$ cat src/rtl/seq_shift_add_mul_pkg.sv
// Shared definitions for the sequential shift-add multiplier:
// FSM state encodings and the iteration-counter width helper.
package seq_shift_add_mul_pkg;

    // Controller states; the encodings are fixed so debug dumps stay stable.
    typedef enum logic [1:0] {
        ST_IDLE = 2'd0,
        ST_RUN  = 2'd1,
        ST_FIN  = 2'd2
    } state_t;

    // Counter width able to hold 0..n (the count reaches n on the last step).
    function automatic int cw_for(input int n);
        return $clog2(n + 1);
    endfunction

endpackage

$ cat src/rtl/n_bit_pipo.sv
// Parallel-in parallel-out register with asynchronous clear and load enable.
// Used for the A/B operand registers and for the 2N-bit product register.
module n_bit_pipo #(
    parameter int W = 8
) (
    input  logic         clk,
    input  logic         clr,
    input  logic         load,
    input  logic [W-1:0] d,
    output logic [W-1:0] q
);

    // Capture d on a load edge; clear wins over everything.
    always_ff @(posedge clk or posedge clr) begin
        if (clr) begin
            q <= '0;
        end else if (load) begin
            q <= d;
        end
    end

endmodule

$ cat src/rtl/seq_mul_datapath.sv
// Datapath of the sequential multiplier: operand snapshots, the single N-bit
// adder and the combined {carry, acc, multiplier} right shifter.
// Optional macro SEQ_MUL_SIGNED_EN adds magnitude capture at snapshot time
// and a final two's-complement negate of the result.
module seq_mul_datapath
    import seq_shift_add_mul_pkg::*;
#(
    parameter int N = 8
) (
    input  logic           clk,
    input  logic           clr,
    input  logic           snap,         // capture operands, clear accumulator
    input  logic           step,         // perform one add/shift iteration
    input  logic [N-1:0]   a,
    input  logic [N-1:0]   b,
    input  logic           signed_mode,
    output logic [2*N-1:0] result
);

    // The low half of the running product shares a register with the
    // multiplier: each shift drops one consumed multiplier bit and brings in
    // one finished product bit, so {acc_hi, mplier} is the full product.
    logic [N-1:0] mcand;
    logic [N-1:0] acc_hi;
    logic [N-1:0] mplier;
    logic [N:0]   sum;
    logic [N-1:0] a_mag;
    logic [N-1:0] b_mag;

`ifdef SEQ_MUL_SIGNED_EN
    logic           neg;
    logic           neg_next;
    logic [2*N-1:0] raw;

    // Magnitudes fit in N unsigned bits, including the most negative value.
    always_comb begin
        a_mag    = (signed_mode && a[N-1]) ? -a : a;
        b_mag    = (signed_mode && b[N-1]) ? -b : b;
        neg_next = signed_mode && (a[N-1] ^ b[N-1]);
    end

    // Result sign is decided at launch and held for the whole operation.
    always_ff @(posedge clk or posedge clr) begin
        if (clr) begin
            neg <= 1'b0;
        end else if (snap) begin
            neg <= neg_next;
        end
    end

    assign raw    = {acc_hi, mplier};
    assign result = neg ? -raw : raw;
`else
    logic unused_signed_mode;

    assign a_mag              = a;
    assign b_mag              = b;
    assign result             = {acc_hi, mplier};
    assign unused_signed_mode = signed_mode;
`endif

    // One adder: add the multiplicand into the upper half when the current
    // multiplier bit is set, keeping the carry as bit N.
    always_comb begin
        sum = {1'b0, acc_hi} + (mplier[0] ? {1'b0, mcand} : {(N+1){1'b0}});
    end

    // Snapshot on launch, otherwise shift {carry, acc, multiplier} right by one.
    always_ff @(posedge clk or posedge clr) begin
        if (clr) begin
            mcand  <= '0;
            acc_hi <= '0;
            mplier <= '0;
        end else if (snap) begin
            mcand  <= a_mag;
            mplier <= b_mag;
            acc_hi <= '0;
        end else if (step) begin
            acc_hi <= sum[N:1];
            mplier <= {sum[0], mplier[N-1:1]};
        end
    end

endmodule

$ cat src/rtl/seq_shift_add_mul.sv
// Iterative shift-add multiplier, N-bit x N-bit -> 2N-bit, one add per cycle.
// Optional macro SEQ_MUL_SIGNED_EN enables two's-complement operation when
// signed_mode is high at launch; without it every multiply is unsigned.
//
// Handshake: start is sampled only in IDLE. An accepted start raises busy on
// the next cycle; busy stays high for N+1 cycles, then done pulses for exactly
// one cycle together with the new product, which is held until the next done.
// start is accepted again in the done cycle; any start seen while busy is
// dropped, never queued.
module seq_shift_add_mul
    import seq_shift_add_mul_pkg::*;
#(
    parameter int N = 8
) (
    input  logic           clk,
    input  logic           clr,
    input  logic [N-1:0]   data_in,
    input  logic           load_a,
    input  logic           load_b,
    input  logic           start,
    input  logic           signed_mode,
    output logic           busy,
    output logic           done,
    output logic [2*N-1:0] product,
    output state_t         state_dbg
);

    localparam int             CW   = cw_for(N);
    localparam logic [CW-1:0]  LAST = CW'(N - 1);

    state_t         state;
    logic [CW-1:0]  cnt;
    logic [N-1:0]   a_q;
    logic [N-1:0]   b_q;
    logic [2*N-1:0] result;
    logic           snap;
    logic           step;
    logic           fin;

    // Operand registers can be reloaded at any time; the datapath works on
    // its own snapshot so an in-flight multiply is unaffected.
    n_bit_pipo #(.W(N)) u_reg_a (
        .clk  (clk),
        .clr  (clr),
        .load (load_a),
        .d    (data_in),
        .q    (a_q)
    );

    n_bit_pipo #(.W(N)) u_reg_b (
        .clk  (clk),
        .clr  (clr),
        .load (load_b),
        .d    (data_in),
        .q    (b_q)
    );

    assign snap = (state == ST_IDLE) && start;
    assign step = (state == ST_RUN);
    assign fin  = (state == ST_FIN);

    seq_mul_datapath #(.N(N)) u_datapath (
        .clk         (clk),
        .clr         (clr),
        .snap        (snap),
        .step        (step),
        .a           (a_q),
        .b           (b_q),
        .signed_mode (signed_mode),
        .result      (result)
    );

    // Product is written only in FIN, so it changes exactly when done rises.
    n_bit_pipo #(.W(2*N)) u_reg_p (
        .clk  (clk),
        .clr  (clr),
        .load (fin),
        .d    (result),
        .q    (product)
    );

    // Controller: IDLE waits for start, RUN does N iterations, FIN publishes.
    always_ff @(posedge clk or posedge clr) begin
        if (clr) begin
            state <= ST_IDLE;
            cnt   <= '0;
            busy  <= 1'b0;
            done  <= 1'b0;
        end else begin
            done <= 1'b0;
            case (state)
                ST_IDLE: begin
                    if (start) begin
                        state <= ST_RUN;
                        cnt   <= '0;
                        busy  <= 1'b1;
                    end
                end
                ST_RUN: begin
                    cnt <= cnt + 1'b1;
                    if (cnt == LAST) begin
                        state <= ST_FIN;
                    end
                end
                ST_FIN: begin
                    done  <= 1'b1;
                    busy  <= 1'b0;
                    state <= ST_IDLE;
                end
                default: begin
                    state <= ST_IDLE;
                end
            endcase
        end
    end

    assign state_dbg = state;

endmodule

$ cat config.mk
export PLATFORM = sky130hd
export DESIGN_NAME = seq_shift_add_mul
export DESIGN_NICKNAME = d
export VERILOG_FILES = /design/src/rtl/seq_shift_add_mul_pkg.sv /design/src/rtl/n_bit_pipo.sv /design/src/rtl/seq_mul_datapath.sv /design/src/rtl/seq_shift_add_mul.sv
export SDC_FILE = /design/constraint.sdc
export NUM_CORES = 1
export LEC_CHECK = 0
export ABC_CLOCK_PERIOD_IN_PS = 2000
export CAP_MARGIN = 30
export CORE_AREA = 2 2 94 96
export DETAILED_ROUTE_END_ITERATION = 16
export DIE_AREA = 0 0 96 98
export DONT_BUFFER_PORTS = 1
export PLACE_DENSITY = 0.57
export SLEW_MARGIN = 20
export SYNTH_ARGS = -nofsm -noshare
export SYNTH_HDL_FRONTEND = slang
export SYNTH_SLANG_ARGS = --single-unit
$ cat constraint.sdc
create_clock -name clk -period 2 [get_ports clk]
set_input_delay 0.2 -clock clk [delete_from_list [all_inputs] [get_ports clk]]
set_output_delay 0.2 -clock clk [all_outputs]
set_load 0.01 [all_outputs]
# Yosys cells after proc, flatten, opt, wreduce, memory -nomap -nowiden
# Cells that the tools add are included.
dict set report classes {
  addsub 2
  eq_ne 5
  n_mux 13
  reduce_logical 8
}
# cell n
set op_table {}
lappend op_table {{$mux 8} 5}
lappend op_table {{$add 8x9->9} 1}
lappend op_table {{$pmux 4 s2} 1}
lappend op_table {{$reduce_and 2->1} 3}
lappend op_table {{$reduce_bool 2->1} 3}
lappend op_table {{$add 4x1->4 const B} 1}
lappend op_table {{$eq 4x3->1 const B} 1}
lappend op_table {{$mux 2} 2}
lappend op_table {{$mux 4} 1}
lappend op_table {{$pmux 2 s2} 1}
lappend op_table {{$eq 2x1->1 const B} 1}
lappend op_table {{$eq 2x2->1 const B} 1}
lappend op_table {{$logic_not 2->1} 1}
lappend op_table {{$mux 1} 2}
lappend op_table {{$ne 2x1->1 const B} 1}
lappend op_table {{$ne 2x2->1 const B} 1}
lappend op_table {{$pmux 1 s2} 1}
lappend op_table {{$logic_and 1x1->1} 1}
dict set report totals {
  ff_bits 64
  in_bits 14
  output_inout_bits 20
  elab_cells 38
}

# Depth between registers and ports, before layout
# Gate-level depths: netlist of the first run.
dict set report depth {
  ltp_word 4
  ltp_mapped 7
  depth_no_buf 7
}

# By module
# Synthesis of the first run repeated with hierarchy kept, for this count alone.
dict set report unflattened {
  hier_cells 233
  hier_area_um2 3072.9
}
# mod n_inst cells_each area_per_inst_um2 seq_area_each_um2
set by_module_without_submodules {}
lappend by_module_without_submodules {seq_mul_datapath 1 131 1396.3 600.6}
lappend by_module_without_submodules {{n_bit_pipo at u_reg_a ...} 2 18 335.3 200.2}
lappend by_module_without_submodules {{n_bit_pipo at u_reg_p} 1 35 653.1 400.4}
lappend by_module_without_submodules {seq_shift_add_mul 1 31 352.8 200.2}

# Least setup slack after synthesis of the first run
# No wires, ideal clock.
dict set report synth_path {
  kind {register -> register}
  startpoint {reg u_datapath.mplier[0]}
  endpoint {reg u_datapath.acc_hi[5]}
  setup_ps 138
  arrival_ps 1673
  required_time_ps 1862
  path_slack_ps 189
  stages_incl_launch_ff 8
  path_buffers 0
  path_cell_list {dfrtp_1 -> and2_1 -> ha_1 -> fa_1 -> a21oi_1 -> o211ai_1 -> xnor2_1 -> o22ai_1}
}
dict set report synth_between {
  elab_chain_len 4
}
# item line_no
set synth_rtl {}
lappend synth_rtl {{start: declaration} seq_mul_datapath.sv:25} ;# logic [N-1:0] mplier;
lappend synth_rtl {{start signal: assignment} seq_mul_datapath.sv:76} ;# mplier <= b_mag;
lappend synth_rtl {{start signal: assignment} seq_mul_datapath.sv:80} ;# mplier <= {sum[0], mplier[N-1:1]};
lappend synth_rtl {{$mux 8} seq_mul_datapath.sv:65} ;# sum = {1'b0, acc_hi} + (mplier[0] ? {1'b0, mcand} : {(N+1){1'b0}});
lappend synth_rtl {{$add 8x9->9} seq_mul_datapath.sv:65}
lappend synth_rtl {{$mux 8} seq_mul_datapath.sv:78} ;# end else if (step) begin
lappend synth_rtl {{$mux 8} seq_mul_datapath.sv:74} ;# end else if (snap) begin
lappend synth_rtl {{end signal: assignment} seq_mul_datapath.sv:79} ;# acc_hi <= sum[N:1];
lappend synth_rtl {{end: declaration} seq_mul_datapath.sv:24} ;# logic [N-1:0] acc_hi;
# No other way between the ends. The select of a mux whose other input is x is not followed.
# A chain may end at the register's enable or synchronous reset.

# Worst setup path in the final report of the first run
dict set report layout_path {
  startpoint {reg u_datapath.mplier[0]}
  endpoint {reg u_datapath.acc_hi[4]}
}
# Same word-level chain as after synthesis.

==> results.sh, run 1 <==
export IMPL_power_static_leakage_nw=1.508
export IMPL_yosys_most_used_dff="dfrtp_1"
export IMPL_grt_setup_unrepaired="no"
export IMPL_whs_ns=0.004352
export IMPL_maxClockFrequency_ghz=0.5347
export IMPL_finalHoldViolCount=0
export IMPL_grt_antenna_before_repair=0
export IMPL_dpl_cell_area_um2=3033
export IMPL_synth_area_top_cells="dfrtp_1, mux2_2, ha_1, o21ai_0, a22oi_1"
export IMPL_cts_tree="done"
export IMPL_yosys_area_top_type="dfrtp_1"
export IMPL_postSynthRegisterBits=64
export IMPL_syn_nets=252
export IMPL_placed_cells_incl_taps=338
export IMPL_n_fill_cell=787
export IMPL_grt_first_pass_wirelength_um=9549
export IMPL_dp_final_hpwl_um=3942
export IMPL_synth_largest_type_area_fraction_pct=56.44
export IMPL_clock_power_share_pct=25.1
export IMPL_finalMaxSlewViolations=0
export IMPL_class_of_the_tightest_hold_or_removal_check="in -> reg"
export IMPL_start_util_pct=33.52
export IMPL_floorplan_die_height_um=98
export IMPL_design_die_area_um2=9408
export IMPL_startpoint_kind_of_the_worst_setup_timing_path="flip-flop"
export IMPL_switchingPower_mw=1.586
export IMPL_grt_remaining_overflow=0
export IMPL_cts_root_buffer_cell="clkbuf_8"
export IMPL_final_setup_tns_ns=0
export IMPL_finalCriticalPeriod_ns=1.870
export IMPL_cts_htree_levels=3
export IMPL_yosys_area_share_adder_pct=4.674
export IMPL_finish_net_count=281
export IMPL_antennaDiodeCount=0
export IMPL_critical_path_peak_fanout=6
export IMPL_area_growth_synth_to_final_pct=20.19
export IMPL_final_core_utilization_pct=40.29
export IMPL_gate_power_share_pct=31.4
export IMPL_synth_avg_cell_area_um2=12.45
export IMPL_placement_rows=34
export IMPL_clkTransAtPathRegs_ns=0.07
export IMPL_final_clock_skew_ns=0.007758
export IMPL_synthesis_instances=228
export IMPL_worst_hold_path_num_cells=1
export IMPL_port_buffer_count=0
export IMPL_gr_usage_all_layers_pct=13.58
export IMPL_wl_um=5721
export IMPL_vias_per_cell=4.924
export IMPL_synthXorXnorAreaFrac_pct=1.235
export IMPL_ys_warnings_count=0
export IMPL_ys_types=32
export IMPL_proportion_of_power_drawn_by_flip_flops_and_latches_pct=43.5
export IMPL_cap_viol_max_count=0
export IMPL_stdcell_area_um2=3411
export IMPL_worst_setup_path_type="reg -> reg"
export IMPL_most_used_standard_cell_by_instance_count_after_synthesis="dfrtp_1"
export IMPL_grt_pass1_vias=1850
export IMPL_worst_skew_pair_late_latency_ns=0.35
export IMPL_r2r_worst_path_cells=6
export IMPL_vias=1822
export IMPL_drt_pass1_iter_count=4
export IMPL_yosys_area_share_simple_pct=8.686
export IMPL_drt_iter0_markers=61
export IMPL_clockBufferDepth=2
export IMPL_synth_seq_area_share_pct=56.44
export IMPL_die_width_um=96
export IMPL_top_level_ports=34
export IMPL_switching_share_pct=33.35
export IMPL_cp_end_kind="flip-flop"
export IMPL_vdd_drop_max_uv=573.9
export IMPL_core_region_um2=8466
export IMPL_finalWeightedCongestion=0.7767
export IMPL_synth_compound_area_share_pct=9.347
export IMPL_post_syn_area_um2=2838
export IMPL_cellInternalPower_mw=3.169
export IMPL_drc=0
export IMPL_cts_sinks=64
export IMPL_synth_top_cells_by_count="dfrtp_1, mux2_2, nand2_1, o21ai_0, a22oi_1"
export IMPL_layoutNonFillerInstCount=370
export IMPL_cp_data_required_time_ns=2.20
export IMPL_cts_buffer_count=9
export IMPL_grt_start_max_net_pins=65
export IMPL_final_min_period_over_clock_period_pct=93.51
export IMPL_arrival_ns=2.07
export IMPL_worst_pin_slew_ns=0.5840
export IMPL_finalSetupViolations=0
export IMPL_synth_edf_count=0
export IMPL_combinational_family_with_the_most_area_after_synthesis="multiplexers"
export IMPL_routedWlPerCell_um=15.46
export IMPL_run_status="complete, no violations"
export IMPL_muxShareOfSynthArea_pct=17.24
export IMPL_p_per_area_nw_per_um2=1394
export IMPL_drive_gt1_share_pct=28.24
export IMPL_postRouteAntennaNets=0
export IMPL_headroom_to_the_max_slew_limit_pct=60.99
export IMPL_ys_async_sr_fraction_pct=100.0
[per-layer routing]
| layer | vias up | track usage [%] | wire length (µm) |
|---|---|---|---|
| li1 | 870 | - | - |
| met1 | 902 | 17.42 | 2594 |
| met2 | 39 | 20.78 | 2771 |
| met3 | 11 | 4.707 | 269 |
| met4 | 0 | 5.604 | 86 |
| met5 | - | 0 | 0 |
[power by group through the flow]
| stage | registers (mW) | logic (mW) | clock network (mW) |
|---|---|---|---|
| detailed placement | 2.10 | 1.44 | 0 |
| global route | 2.13 | 1.67 | 1.29 |
| floorplan | 1.98 | 1.13 | 0 |
| finish | 2.07 | 1.49 | 1.20 |
| global placement | 2.09 | 1.42 | 0 |
| CTS | 2.08 | 1.48 | 1.23 |
[state kept, by name, summed over array words and instances, names as in the netlist]
signal             flops
state_dbg              2
u_datapath.mplier      8
cnt                    4
u_reg_a.q              8
done                   1
u_reg_b.q              8
u_datapath.mcand       8
u_datapath.acc_hi      8
busy                   1
u_reg_p.q             16
[critical path, cell delays in order, from the launching register on]
cell and delay, ns:
dfrtp_1 0.41, buf_4 0.16, and2_1 0.14, ha_1 0.38
mux2_2 0.35, a22oi_1 0.13, o311ai_0 0.15
[cells in the final DEF (no fill, tap or decap), types with 2 or more instances in the layout]
cell type | Yosys | layout
dfrtp_1 | 64 | 64
mux2_4 | 2 | 2
o22ai_1 | 4 | 4
ha_1 | 9 | 9
a21oi_1 | 4 | 3
mux2_2 | 39 | 39
nand4_1 | 2 | 2
o21bai_1 | 2 | 2
clkinv_2 | 0 | 3
nor2b_1 | 4 | 3
xnor2_1 | 3 | 3
nor3_1 | 2 | 2
mux2i_1 | 2 | 2
o21ai_0 | 17 | 16
dlygate4sd3_1 | 0 | 16
nor2_1 | 6 | 6
bufinv_16 | 0 | 2
clkbuf_8 | 0 | 9
o211ai_1 | 2 | 2
nand2_1 | 20 | 20
nand3b_1 | 2 | 2
nand2b_1 | 3 | 3
a22oi_1 | 10 | 10
buf_4 | 0 | 13
and2_1 | 8 | 8
o21ai_1 | 1 | 2
nand3_1 | 2 | 2
[final cells by class]
| class | count | area, µm² | share of cell area [%] |
|---|---|---|---|
| Sequential cell | 64 | 1602 | 46.96 |
| Multi-Input combinational cell | 150 | 1177 | 34.52 |
| Timing Repair Buffer | 30 | 277.8 | 8.144 |
| Tap cell | 108 | 135.1 | 3.962 |
| Clock buffer | 10 | 127.6 | 3.742 |
| Clock inverter | 6 | 83.83 | 2.458 |
| Inverter | 2 | 7.507 | 0.2201 |
[final timing paths]
check	start	endpoint	slack [ns]
min in group asynchronous	clr	state_dbg[1]	0.36
worst min-delay path	data_in[2]	u_reg_a.q[2]	0.004
max in group asynchronous	clr	cnt[1]	1.33
worst max register to register	u_datapath.mplier[0]	u_datapath.acc_hi[4]	0.13
worst max-delay path	u_datapath.mplier[0]	u_datapath.acc_hi[4]	0.13
worst min register to register	u_datapath.mcand[4]	u_datapath.mcand[4]	0.50
[logic make-up (layout without fill, tap and decap cells)]
kind of cell    Yosys count  count (layout)
compound gates           43              43
xor+xnor                  4               4
fa+ha+maj                10              10
buf+inv                  14              48
flops                    64              64
mux                      43              43
simple gates             50              50
[metrics by stage]
stage	worst slack, ns	power (mW)
global route	0.03421	5.087
CTS	0.05429	4.790
detailed placement	0.06942	3.541
floorplan	0.1887	3.109
finish	0.1299	4.755
global placement	0.07046	3.504
[what timing repair did]
action / 4_1_cts / 5_1_grt
setup buffers: 0 / 0
gates resized for setup: 0 / 3
hold endpoints to repair: 79 / 0
hold buffers: 16 / 0
endpoints found under the setup margin: 0 / 3
Power figures use the tool's default switching activity.
==> run 2: changes to the inputs <==
--- a/config.mk
+++ b/config.mk
@@ -7,11 +7,13 @@
 export LEC_CHECK = 0
 export ABC_CLOCK_PERIOD_IN_PS = 2000
 export CAP_MARGIN = 30
+export CELL_PAD_IN_SITES_DETAIL_PLACEMENT = 1
+export CELL_PAD_IN_SITES_GLOBAL_PLACEMENT = 2
 export CORE_AREA = 2 2 94 96
 export DETAILED_ROUTE_END_ITERATION = 16
 export DIE_AREA = 0 0 96 98
 export DONT_BUFFER_PORTS = 1
-export PLACE_DENSITY = 0.57
+export PLACE_DENSITY = 0.74
 export SLEW_MARGIN = 20
 export SYNTH_ARGS = -nofsm -noshare
 export SYNTH_HDL_FRONTEND = slang
==> run 2 against run 1 <==
Largest power group unchanged. Global-route usage grew 1.5 points. Critical endpoint is now u_datapath.acc_hi[5]. Worst setup slack got worse by 0.010 ns. Highest routed layer unchanged. Sequential share of layout area increased by 0.74 points. Fmax shrank 0.55%. Combinational power barely moved. Design area shrank 1.5%. Via count grew 2.6%. Total power shrank 3.2%.
==> results.sh, run 2 (synthesis results as in run 1) <==
export IMPL_commonest_non_fill_non_tap_cell_in_the_layout="dfrtp_1"
export IMPL_finalSetupViolations=0
export IMPL_grt_pass1_vias=2011
export IMPL_setup_reg_to_reg_worst_slack_ns=0.12
export IMPL_cts_tree="done"
export IMPL_cp_cell_sequence="and2_1 > ha_1 > fa_2 > a21oi_2 > o211ai_1 > xnor2_1 > o22ai_1"
export IMPL_headroom_to_the_max_slew_limit_pct=57.49
export IMPL_switchingPower_mw=1.661
export IMPL_drive_gt1_share_pct=28.19
export IMPL_grt_remaining_overflow=0
export IMPL_cap_viol_max_count=0
export IMPL_finish_net_count=278
export IMPL_final_clock_skew_ns=0.01372
export IMPL_drc=0
export IMPL_floorplan_die_height_um=98
export IMPL_p_per_area_nw_per_um2=1369
export IMPL_maxClockFrequency_ghz=0.5318
export IMPL_route_met2_wl_um=3254
export IMPL_postRouteAntennaNets=0
export IMPL_grt_setup_unrepaired="yes"
export IMPL_drt_iter0_markers=78
export IMPL_gate_power_share_pct=32.7
export IMPL_start_util_pct=33.52
export IMPL_design_die_area_um2=9408
export IMPL_arrival_ns=2.09
export IMPL_area_growth_synth_to_final_pct=18.43
export IMPL_cts_htree_levels=3
export IMPL_registers_top_by_ff_count="u_reg_p.q"
export IMPL_grt_start_max_net_pins=46
export IMPL_layout_common_cells="dfrtp_1, mux2_2, nand2_1"
export IMPL_routedWlPerCell_um=17.45
export IMPL_n_fill_cell=894
export IMPL_finalMaxSlewViolations=0
export IMPL_placed_cells_incl_taps=335
export IMPL_max_ffs_per_register=16
export IMPL_final_core_utilization_pct=39.70
export IMPL_dpl_cell_area_um2=3010
export IMPL_grt_antenna_before_repair=1
export IMPL_timing_critical_path_max_delay_family="adder cells"
export IMPL_worst_path_largest_cell_delay_ns=0.43
export IMPL_drt_pass1_iter_count=4
export IMPL_wl_met1_um=2729
export IMPL_run_status="complete, no violations"
export IMPL_cts_buffer_count=9
export IMPL_worst_pin_slew_ns=0.6363
export IMPL_vdd_drop_max_uv=370.3
export IMPL_final_min_period_over_clock_period_pct=94.02
export IMPL_clock_power_share_pct=22.3
export IMPL_switching_share_pct=36.10
export IMPL_timing_critical_path_slowest_stage_cell="dfrtp_2"
export IMPL_routed_wl_met3_um=323
export IMPL_cellInternalPower_mw=2.941
export IMPL_power_static_leakage_nw=1.470
export IMPL_cts_root_buffer_cell="clkbuf_8"
export IMPL_wl_um=6422
export IMPL_cts_sinks=64
export IMPL_grt_first_pass_wirelength_um=10450
export IMPL_proportion_of_power_drawn_by_flip_flops_and_latches_pct=45.0
export IMPL_layoutNonFillerInstCount=368
export IMPL_critical_path_peak_fanout=7
export IMPL_vias=1870
export IMPL_number_of_buffer_and_inverter_stages_on_the_critical_path=0
export IMPL_clockBufferDepth=2
export IMPL_report_power_total_mw=4.602
export IMPL_worst_setup_path_type="reg -> reg"
export IMPL_port_buffer_count=0
export IMPL_worst_skew_pair_late_latency_ns=0.35
export IMPL_finalCriticalPeriod_ns=1.880
export IMPL_whs_ns=0.2576
export IMPL_cp_end_kind="flip-flop"
export IMPL_class_of_the_tightest_hold_or_removal_check="in -> reg"
export IMPL_clkTransAtPathRegs_ns=0.07
export IMPL_placement_rows=34
export IMPL_top_level_ports=34
export IMPL_stdcell_area_um2=3361
export IMPL_startpoint_kind_of_the_worst_setup_timing_path="flip-flop"
export IMPL_die_width_um=96
export IMPL_finalHoldViolCount=0
export IMPL_finalWeightedCongestion=0.7623
export IMPL_gr_usage_all_layers_pct=15.08
export IMPL_cp_data_required_time_ns=2.21
export IMPL_core_region_um2=8466
export IMPL_vias_per_cell=5.082
export IMPL_dr_max_layer_used="met4"
export IMPL_dp_final_hpwl_um=4460
run 2: changes by cell type in the layout (fill, tap and decap cells not counted), sizes merged:
cell      change
diode         +1
clkinv        -1
inv           +1
buf           -3
bufinv        -2
clkinvlp      +2
run 2: through the flow:
stage               setup slack, ns  TNS (ns)
finish                       0.1195         0
global route               -0.01318  -0.01318
CTS                         0.03301         0
detailed placement         -0.01383  -0.01383
global placement            0.05970         0
floorplan                    0.1887         0
run 2: worst register-to-register path: stages, from the launching register on:
cell      delay [ns]
dfrtp_2         0.43
and2_1          0.15
ha_1            0.21
fa_2            0.38
a21oi_2         0.17
o211ai_1        0.17
xnor2_1         0.16
o22ai_1         0.09
run 2: worst paths after layout:
check | startpoint | cells past startpoint | to
min reg2reg | cnt[3] | 1 | state_dbg[1]
max reg2reg | u_datapath.mplier[0] | 7 | u_datapath.acc_hi[5]
max in group asynchronous | clr | 3 | u_datapath.mplier[0]
min | start | 3 | cnt[0]
min in group asynchronous | clr | 2 | u_reg_p.q[10]
max | u_datapath.mplier[0] | 7 | u_datapath.acc_hi[5]
run 2: layout make-up:
cell class                 instances  area (µm²)  area share, %
inverter                           2       7.507         0.2234
multi-input combinational        150        1177          35.03
clock buffer                      10       137.6          4.095
timing repair buffer              27       255.2          7.595
antenna                            1       2.502        0.07446
tap                              108       135.1          4.021
clock inverter                     6       42.54          1.266
sequential                        64        1603          47.69
run 2: power by group through the flow:
stage / Clock [mW] / Sequential [mW] / Combinational (mW)
after floorplan: 0 / 1.98 / 1.13
after global placement: 0 / 2.08 / 1.42
after detailed placement: 0 / 2.10 / 1.48
after CTS: 1.05 / 2.08 / 1.53
after global routing: 1.13 / 2.14 / 1.72
final: 1.03 / 2.07 / 1.51
run 2: routing by layer:
metal | track usage (%) | up-vias
li1 | - | 866
met2 | 23.40 | 38
met1 | 18.50 | 955
met3 | 5.401 | 11
met4 | 7.253 | 0
met5 | 0 | -
run 2: timing repair:
action,in CTS,in global routing
buffers inserted,0,0
gates resized for setup,1,3
hold buffers,14,2
pin swaps,0,0
hold endpoints to repair,34,1
setup endpoints to repair,1,3
